[src/rtl/muldiv_pkg.sv]
// Shared definitions for the RV32M multiply/divide unit.
//   funct3_e : M-extension funct3 encodings (MUL..REMU)
//   state_e  : control FSM states
//   DIV_BY_ZERO_Q, INT_MIN : RISC-V special-case result constants
//   magnitude() : absolute value for signed operands, identity otherwise
package muldiv_pkg;

  typedef enum logic [2:0] {
    F_MUL    = 3'd0,
    F_MULH   = 3'd1,
    F_MULHSU = 3'd2,
    F_MULHU  = 3'd3,
    F_DIV    = 3'd4,
    F_DIVU   = 3'd5,
    F_REM    = 3'd6,
    F_REMU   = 3'd7
  } funct3_e;

  typedef enum logic [2:0] {
    ST_IDLE,
    ST_MUL,
    ST_DIV,
    ST_FIX,
    ST_DONE
  } state_e;

  localparam logic [31:0] DIV_BY_ZERO_Q = 32'hFFFF_FFFF;
  localparam logic [31:0] INT_MIN       = 32'h8000_0000;

  function automatic logic [31:0] magnitude(input logic [31:0] v, input logic is_signed);
    return (is_signed && v[31]) ? (~v + 32'd1) : v;
  endfunction

endpackage

[src/rtl/muldiv_unit_divider.sv]
// Radix-2 restoring divider core operating on unsigned magnitudes.
//   clk, reset : rising-edge clock, synchronous active-high reset
//   start      : load dividend/divisor and begin 32 iterations
//   flush      : abandon the iteration in progress
//   dividend, divisor : unsigned operands sampled on start
//   done       : high during the final (32nd) iteration cycle
//   quotient, remainder : results, valid the cycle after done
module divider_radix2 (
  input  logic        clk,
  input  logic        reset,
  input  logic        start,
  input  logic        flush,
  input  logic [31:0] dividend,
  input  logic [31:0] divisor,
  output logic        done,
  output logic [31:0] quotient,
  output logic [31:0] remainder
);

  logic [31:0] rem_q;
  logic [31:0] quo_q;
  logic [31:0] dsr_q;
  logic [5:0]  cnt_q;
  logic        running_q;
  logic [32:0] partial;
  logic [32:0] diff;

  // The quotient register doubles as the dividend shift register: each step
  // shifts the next dividend bit into the remainder and the new quotient bit in.
  always_comb begin
    partial = {rem_q, quo_q[31]};
    diff    = partial - {1'b0, dsr_q};
  end

  assign done      = running_q && (cnt_q == 6'd31);
  assign quotient  = quo_q;
  assign remainder = rem_q;

  always_ff @(posedge clk) begin
    if (reset) begin
      rem_q     <= '0;
      quo_q     <= '0;
      dsr_q     <= '0;
      cnt_q     <= '0;
      running_q <= 1'b0;
    end else if (flush) begin
      cnt_q     <= '0;
      running_q <= 1'b0;
    end else if (start) begin
      rem_q     <= '0;
      quo_q     <= dividend;
      dsr_q     <= divisor;
      cnt_q     <= '0;
      running_q <= 1'b1;
    end else if (running_q) begin
      // diff[32] is the borrow: set when the partial remainder is below the divisor
      if (!diff[32]) begin
        rem_q <= diff[31:0];
        quo_q <= {quo_q[30:0], 1'b1};
      end else begin
        rem_q <= partial[31:0];
        quo_q <= {quo_q[30:0], 1'b0};
      end
      if (done) begin
        running_q <= 1'b0;
        cnt_q     <= '0;
      end else begin
        cnt_q <= cnt_q + 6'd1;
      end
    end
  end

endmodule

[src/rtl/muldiv_unit.sv]
// Multi-cycle RV32M multiply/divide unit for the execute stage.
//   clk, reset   : rising-edge clock, synchronous active-high reset
//   in_valid     : M-extension op present (ignored while busy)
//   in_funct3    : MUL/MULH/MULHSU/MULHU/DIV/DIVU/REM/REMU
//   in_rs1/in_rs2: operands; in_rd destination passed through
//   in_flush     : squash the operation in flight
//   out_busy     : unit not idle, stalls IF/ID/EX
//   out_valid    : one-cycle completion pulse
//   out_result/out_rd : last completed result and destination
module muldiv_unit
  import muldiv_pkg::*;
#(
  parameter int unsigned XLEN = 32
) (
  input  logic            clk,
  input  logic            reset,
  input  logic            in_valid,
  input  logic [2:0]      in_funct3,
  input  logic [XLEN-1:0] in_rs1,
  input  logic [XLEN-1:0] in_rs2,
  input  logic [4:0]      in_rd,
  input  logic            in_flush,
  output logic            out_busy,
  output logic            out_valid,
  output logic [XLEN-1:0] out_result,
  output logic [4:0]      out_rd
);

  state_e      state_q, state_d;
  funct3_e     op_q;
  logic [31:0] rs1_q, rs2_q;
  logic [4:0]  rd_q;
  logic [31:0] result_q;
  logic [4:0]  rd_out_q;

  logic        accept;
  logic        in_is_div, in_signed_div, in_div0, in_ovf, in_special;
  logic [31:0] special_res;
  logic [31:0] dividend_mag, divisor_mag;
  logic        div_start, div_done;
  logic [31:0] div_q, div_r;

  logic        a_neg, b_neg;
  logic [63:0] product;
  logic [31:0] mul_res;
  logic [31:0] q_fixed, r_fixed, fix_res;
  logic        load_out;
  logic [31:0] next_result;
  logic [4:0]  next_rd;

  // Decode of the incoming op, only meaningful when accepted.
  always_comb begin
    accept        = (state_q == ST_IDLE) && in_valid && !in_flush;
    in_is_div     = in_funct3[2];
    in_signed_div = !in_funct3[0];
    in_div0       = (in_rs2 == '0);
    in_ovf        = in_signed_div && (in_rs1 == INT_MIN) && (in_rs2 == '1);
    in_special    = in_div0 || in_ovf;
    if (in_div0)
      special_res = in_funct3[1] ? in_rs1 : DIV_BY_ZERO_Q;
    else
      special_res = in_funct3[1] ? '0 : INT_MIN;
    div_start     = accept && in_is_div && !in_special;
    dividend_mag  = magnitude(in_rs1, in_signed_div);
    divisor_mag   = magnitude(in_rs2, in_signed_div);
  end

  divider_radix2 u_div (
    .clk       (clk),
    .reset     (reset),
    .start     (div_start),
    .flush     (in_flush),
    .dividend  (dividend_mag),
    .divisor   (divisor_mag),
    .done      (div_done),
    .quotient  (div_q),
    .remainder (div_r)
  );

  // Signed product built from one unsigned 32x32 multiply: a negative signed
  // operand contributes -2^32 * (other operand), which lands in the high word.
  always_comb begin
    a_neg   = ((op_q == F_MULH) || (op_q == F_MULHSU)) && rs1_q[31];
    b_neg   = (op_q == F_MULH) && rs2_q[31];
    product = ({32'b0, rs1_q} * {32'b0, rs2_q})
            - (a_neg ? {rs2_q, 32'b0} : 64'b0)
            - (b_neg ? {rs1_q, 32'b0} : 64'b0);
    mul_res = (op_q == F_MUL) ? product[31:0] : product[63:32];
  end

  always_comb begin
    q_fixed = ((op_q == F_DIV) && (rs1_q[31] ^ rs2_q[31])) ? (~div_q + 32'd1) : div_q;
    r_fixed = ((op_q == F_REM) && rs1_q[31]) ? (~div_r + 32'd1) : div_r;
    fix_res = ((op_q == F_REM) || (op_q == F_REMU)) ? r_fixed : q_fixed;
  end

  always_comb begin
    state_d = state_q;
    case (state_q)
      ST_IDLE: begin
        if (accept) begin
          if (!in_is_div)     state_d = ST_MUL;
          else if (in_special) state_d = ST_DONE;
          else                 state_d = ST_DIV;
        end
      end
      ST_MUL:  state_d = ST_DONE;
      ST_DIV:  if (div_done) state_d = ST_FIX;
      ST_FIX:  state_d = ST_DONE;
      ST_DONE: state_d = ST_IDLE;
      default: state_d = ST_IDLE;
    endcase
    if (in_flush && (state_q != ST_IDLE))
      state_d = ST_IDLE;
  end

  // Output registers load only on entry to DONE; state_d already excludes flushed ops.
  always_comb begin
    load_out    = (state_d == ST_DONE) && (state_q != ST_DONE);
    next_result = fix_res;
    next_rd     = rd_q;
    case (state_q)
      ST_IDLE: begin
        next_result = special_res;
        next_rd     = in_rd;
      end
      ST_MUL:  next_result = mul_res;
      default: next_result = fix_res;
    endcase
  end

  always_ff @(posedge clk) begin
    if (reset) state_q <= ST_IDLE;
    else       state_q <= state_d;
  end

  always_ff @(posedge clk) begin
    if (reset) begin
      op_q     <= F_MUL;
      rs1_q    <= '0;
      rs2_q    <= '0;
      rd_q     <= '0;
      result_q <= '0;
      rd_out_q <= '0;
    end else begin
      if (accept) begin
        op_q  <= funct3_e'(in_funct3);
        rs1_q <= in_rs1;
        rs2_q <= in_rs2;
        rd_q  <= in_rd;
      end
      if (load_out) begin
        result_q <= next_result;
        rd_out_q <= next_rd;
      end
    end
  end

  assign out_busy   = (state_q != ST_IDLE);
  assign out_valid  = (state_q == ST_DONE);
  assign out_result = result_q;
  assign out_rd     = rd_out_q;

endmodule

[config.mk]
export PLATFORM = sky130hd
export DESIGN_NAME = muldiv_unit
export DESIGN_NICKNAME = d
export VERILOG_FILES = /design/src/rtl/muldiv_pkg.sv /design/src/rtl/muldiv_unit_divider.sv /design/src/rtl/muldiv_unit.sv
export SDC_FILE = /design/constraint.sdc
export NUM_CORES = 2
export LEC_CHECK = 0
export ABC_AREA = 0
export CORE_ASPECT_RATIO = 2
export CORE_MARGIN = 2
export CORE_UTILIZATION = 55
export DETAILED_ROUTE_END_ITERATION = 8
export PLACE_DENSITY_LB_ADDON = 0.2
export SETUP_SLACK_MARGIN = 0.05
export SLEW_MARGIN = 20
export SYNTH_ARGS = -nofsm -noshare
export SYNTH_HDL_FRONTEND = slang
export SYNTH_HIERARCHICAL = 1
export SYNTH_SLANG_ARGS = --single-unit
[constraint.sdc]
create_clock -name clk -period 21.9 [get_ports clk]
set_clock_uncertainty 0.05 [all_clocks]
set_input_delay 5.475 -clock clk [delete_from_list [all_inputs] [get_ports clk]]
set_output_delay 5.475 -clock clk [all_outputs]
set_load 0.03 [all_outputs]
==> results.toml <==
[logic_synthesis]
synthesis.yosys.warnings = 6
yosys-top-cells-area = "sky130_fd_sc_hd__fa_1 40%, sky130_fd_sc_hd__dfxtp_1 8.8%, sky130_fd_sc_hd__nand2_1 8.8%, sky130_fd_sc_hd__inv_1 8.5%, sky130_fd_sc_hd__ha_1 7.2%"
sequential_fraction_of_the_synthesis_area_pct = 8.81
count_of_state_elements_after_synthesis = 215
postSynthCellCount = 5900
syn_nets = 7238
synth_enable_flop_cells = 0
asyncSetResetFlopFracSynth_pct = 0
synth_cell_types = 92
synthDominantAreaCellType = "sky130_fd_sc_hd__fa_1"
synth_top_flop_cell = "sky130_fd_sc_hd__dfxtp_1"
syn_area_um2 = 48900
synthDominantCellAreaShare_pct = 40.2
synth.avg_cell_area_um2 = 8.28

[layout]
layout.filler_cells = 8189
final_layout_size_suffix_gt1_share_pct = 3.23
finalNetCount = 7115
area_growth_syn_to_layout_pct = 5.46
design_area_um2 = 51500

[setup_path]
reg2reg_from = "op_q[0]"
ff2ff_path_depth = 25
setup.reg_to_reg.worst_slack_ns = 12.62
timing.setup.critical_path_class = "input pin to register"
crit_path_cell_trace = "clkdlybuf4s50_1 > nor4_1 > and4bb_1 > nand4_1 > nor3_2 > nor3_2 > buf_4 > or3_1 > nor2_1 > buf_4 > nand2b_1 > o21ai_0"
critPathSlowestCell = "sky130_fd_sc_hd__nor3_2"
worstPathMaxFanout = 40
worstPathRequired_ns = 22.31
cp.arrival_ns = 10.07
critPathLaunchType = "input pin"
cp_slowest_stage_delay_ns = 0.89
worstSetupEndpointType = "register"
timing.rr.end = "out_result[30]"

[power]
total_leakage_power_nw = 23.0
areal_power_density_over_the_cells_nw_per_um2 = 45.1
design_power_total_mw = 2.32
max-vdd-ir-drop_mv = 0.0668

[floorplan]
die_area_um2 = 91400
row_count = 154
boundaryPins = 115
die_h_um = 426
initial_utilization_pct = 55.5
dieWidth_um = 215
core_um2 = 88100

[global_route]
grt_pass1_wl_mm = 260
antenna_violations_before_repair = 4
via_count_of_the_first_global_routing_pass = 45300
grt_start_max_net_pins = 72
grt-ovfl-total = 0
grt_usage_pct = 38.1

[route]
vias = 41400
routed_wire_length_per_instance_um = 24.4
drc = 0
route.detailed.vias_per_inst = 5.94
detail_route.first_pass.iterations = 6
postRouteWirelength_mm = 170
final_antenna_net_count = 0
initialDrtViolationCount = 2609

[placement]
finalWeightedCongestion = 1.04
dp.final_hpwl_mm = 135
port_buffers = 114
placement.cell_area_um2 = 50900

[timing]
grt_setup_unrepaired = "no"
min_period_over_period_pct = 44.1
worst_case_headroom_to_the_max_slew_limit_pct = 19.4
slew_violations = 0
max_freq_mhz = 104
timing.setup.tns_ns = 0
timing_worst_slew_pin_value_ns = 1.21
post-route-min-period_ns = 9.66
holdWs_ns = 0.405
finalHoldViolations = 0
count_of_endpoints_failing_setup_in_the_final_report = 0

[cts]
postCtsHoldBufs = 0
clock_root_buffer = "sky130_fd_sc_hd__clkbuf_16"
post_cts_buffers = 0
cts_num_sinks = 215
cts.reportedPaths.clkPinSlew_ns = 0.07
clock_tree_from_tritoncts = "yes"
post_cts_resized = 0
ctsLongestPathBuffers = 3
cts.htree.levels = 1
cts_inserted_buffers = 20
clk-insertion-delay-late_ns = 0.55

[hold_path]
worstHoldStart = "u_div/dsr_q[26]"
tightest_hold_check_type = "register to register"
worstHoldPathCells = 2
worst_hold_path.endpoint = "u_div/dsr_q[26]"

[run_status]
result_of_the_run = "finished clean"

[flow_run]
maxCapViolations = 0
## worst max-delay path: cells and delay by family
kind,cells,cell delay [ns]
and+or+nand+nor,8,3.18
buffers and inverters,3,1.16
AOI/OAI and AO/OA,1,0.24
## layer usage
layer  part of all wire, %  global-route usage (%)  vias to the layer above
li1                      -                       -                    17800
met1                    30                    35.4                    20800
met2                    52                    70.3                     1904
met3                   5.4                    4.30                      927
met4                    13                    39.0                        4
met5                 0.014                       0                        -
## layout by cell type (no fill, tap or decap), types with 22 or more instances in the layout
master,instances
sky130_fd_sc_hd__nand2_1,1140
sky130_fd_sc_hd__inv_1,1105
sky130_fd_sc_hd__fa_1,982
sky130_fd_sc_hd__and2_1,331
sky130_fd_sc_hd__a21oi_1,283
sky130_fd_sc_hd__ha_1,280
sky130_fd_sc_hd__nor2_1,222
sky130_fd_sc_hd__dfxtp_1,203
sky130_fd_sc_hd__o21ai_0,147
sky130_fd_sc_hd__xnor2_1,115
sky130_fd_sc_hd__clkdlybuf4s50_1,113
sky130_fd_sc_hd__xor2_1,86
sky130_fd_sc_hd__buf_4,85
sky130_fd_sc_hd__a211oi_1,66
sky130_fd_sc_hd__nor3_1,52
sky130_fd_sc_hd__mux2i_1,46
sky130_fd_sc_hd__a21o_1,40
sky130_fd_sc_hd__nand3_1,32
sky130_fd_sc_hd__nand4_1,26
sky130_fd_sc_hd__nand2b_1,24
sky130_fd_sc_hd__a31oi_1,22
sky130_fd_sc_hd__o211ai_1,22
## cell usage after synthesis (all sizes together), types with 4 or more instances
master and number:
a32oi 12, nor4 23, xnor2 116, or2 13, o221ai 8, o21ai 168, fa 982, xor2 86
clkbuf 322, o211ai 24, a222oi 4, a221oi 6, or3 16, and2 332, ha 280, o21a 18
nor2 225, o41ai 13, o22ai 7, nor2b 13, a21oi 284, a311oi 9, buf 22, mux2i 46
nand3 34, a31oi 23, o21bai 16, a21boi 4, a2111oi 4, nand2 1141, and4 4, a21o 40
o31ai 21, o2111ai 14, and3 17, nand2b 24, a211oi 68, nor3 56, or4 14, nor3b 4
dfxtp 215, inv 1105, nand4 26
## worst max-delay path by stage
stage	from	end	slack [ns]	cells past startpoint
2_1_floorplan	in_rs1[11]	u_div/remainder[30]	13.55	10
3_3_place_gp	in_rs2[6]	u_div/remainder[13]	11.92	12
3_5_place_dp	in_rs2[6]	u_div/remainder[13]	11.89	12
4_1_cts	in_rs2[6]	u_div/remainder[13]	12.45	12
5_1_grt	in_rs2[6]	u_div/remainder[31]	12.16	12
6_report	in_rs2[6]	u_div/remainder[13]	12.24	12
## where the power goes
group          leakage (nW)  internal [mW]  switching, mW
registers              1.75          0.404         0.0278
logic                  20.9          0.518          0.994
clock network         0.324          0.204          0.174
total                  23.0           1.13           1.20
## state kept, by name, indices dropped and copies added (netlist names)
register,cells
u_div/quotient,32
rs1_q,32
rs2_q,32
state_q,3
out_rd,5
u_div/running_q,1
u_div/cnt_q,6
u_div/remainder,32
out_result,32
u_div/dsr_q,32
rd_q,5
op_q,3
## logic make-up after synthesis
family | count (synthesis) | share of synthesized area [%]
XOR/XNOR | 202 | 3.66
AND/OR/NAND/NOR | 1954 | 18.0
adder cells (fa/ha/maj) | 1262 | 47.4
flip-flops | 215 | 8.81
AO/OA/AOI/OAI | 769 | 9.88
multiplexers | 49 | 1.01
buffers and inverters | 1449 | 11.2
## cell type report
type	instances	area, um2	area share [%]
antenna	2	5.00	0.00971
timing repair buffer	199	1780	3.45
clock inverter	5	66.3	0.129
clock buffer	29	604	1.17
multi-input combinational	4236	39200	76.0
tap	1170	1460	2.84
inverter	1105	4150	8.05
sequential	215	4320	8.38
## per-stage QoR
| step | setup WS, ns | util [%] | instances |
|---|---|---|---|
| after global routing | 12.16 | 58.5 | 6959 |
| after detailed placement | 11.89 | 57.8 | 6924 |
| final | 12.24 | 58.5 | 6961 |
| after global placement | 11.92 | 57.8 | 6924 |
| after floorplan | 13.55 | - | 5900 |
| after CTS | 12.45 | 58.5 | 6958 |
Power figures use the tool's default switching activity.
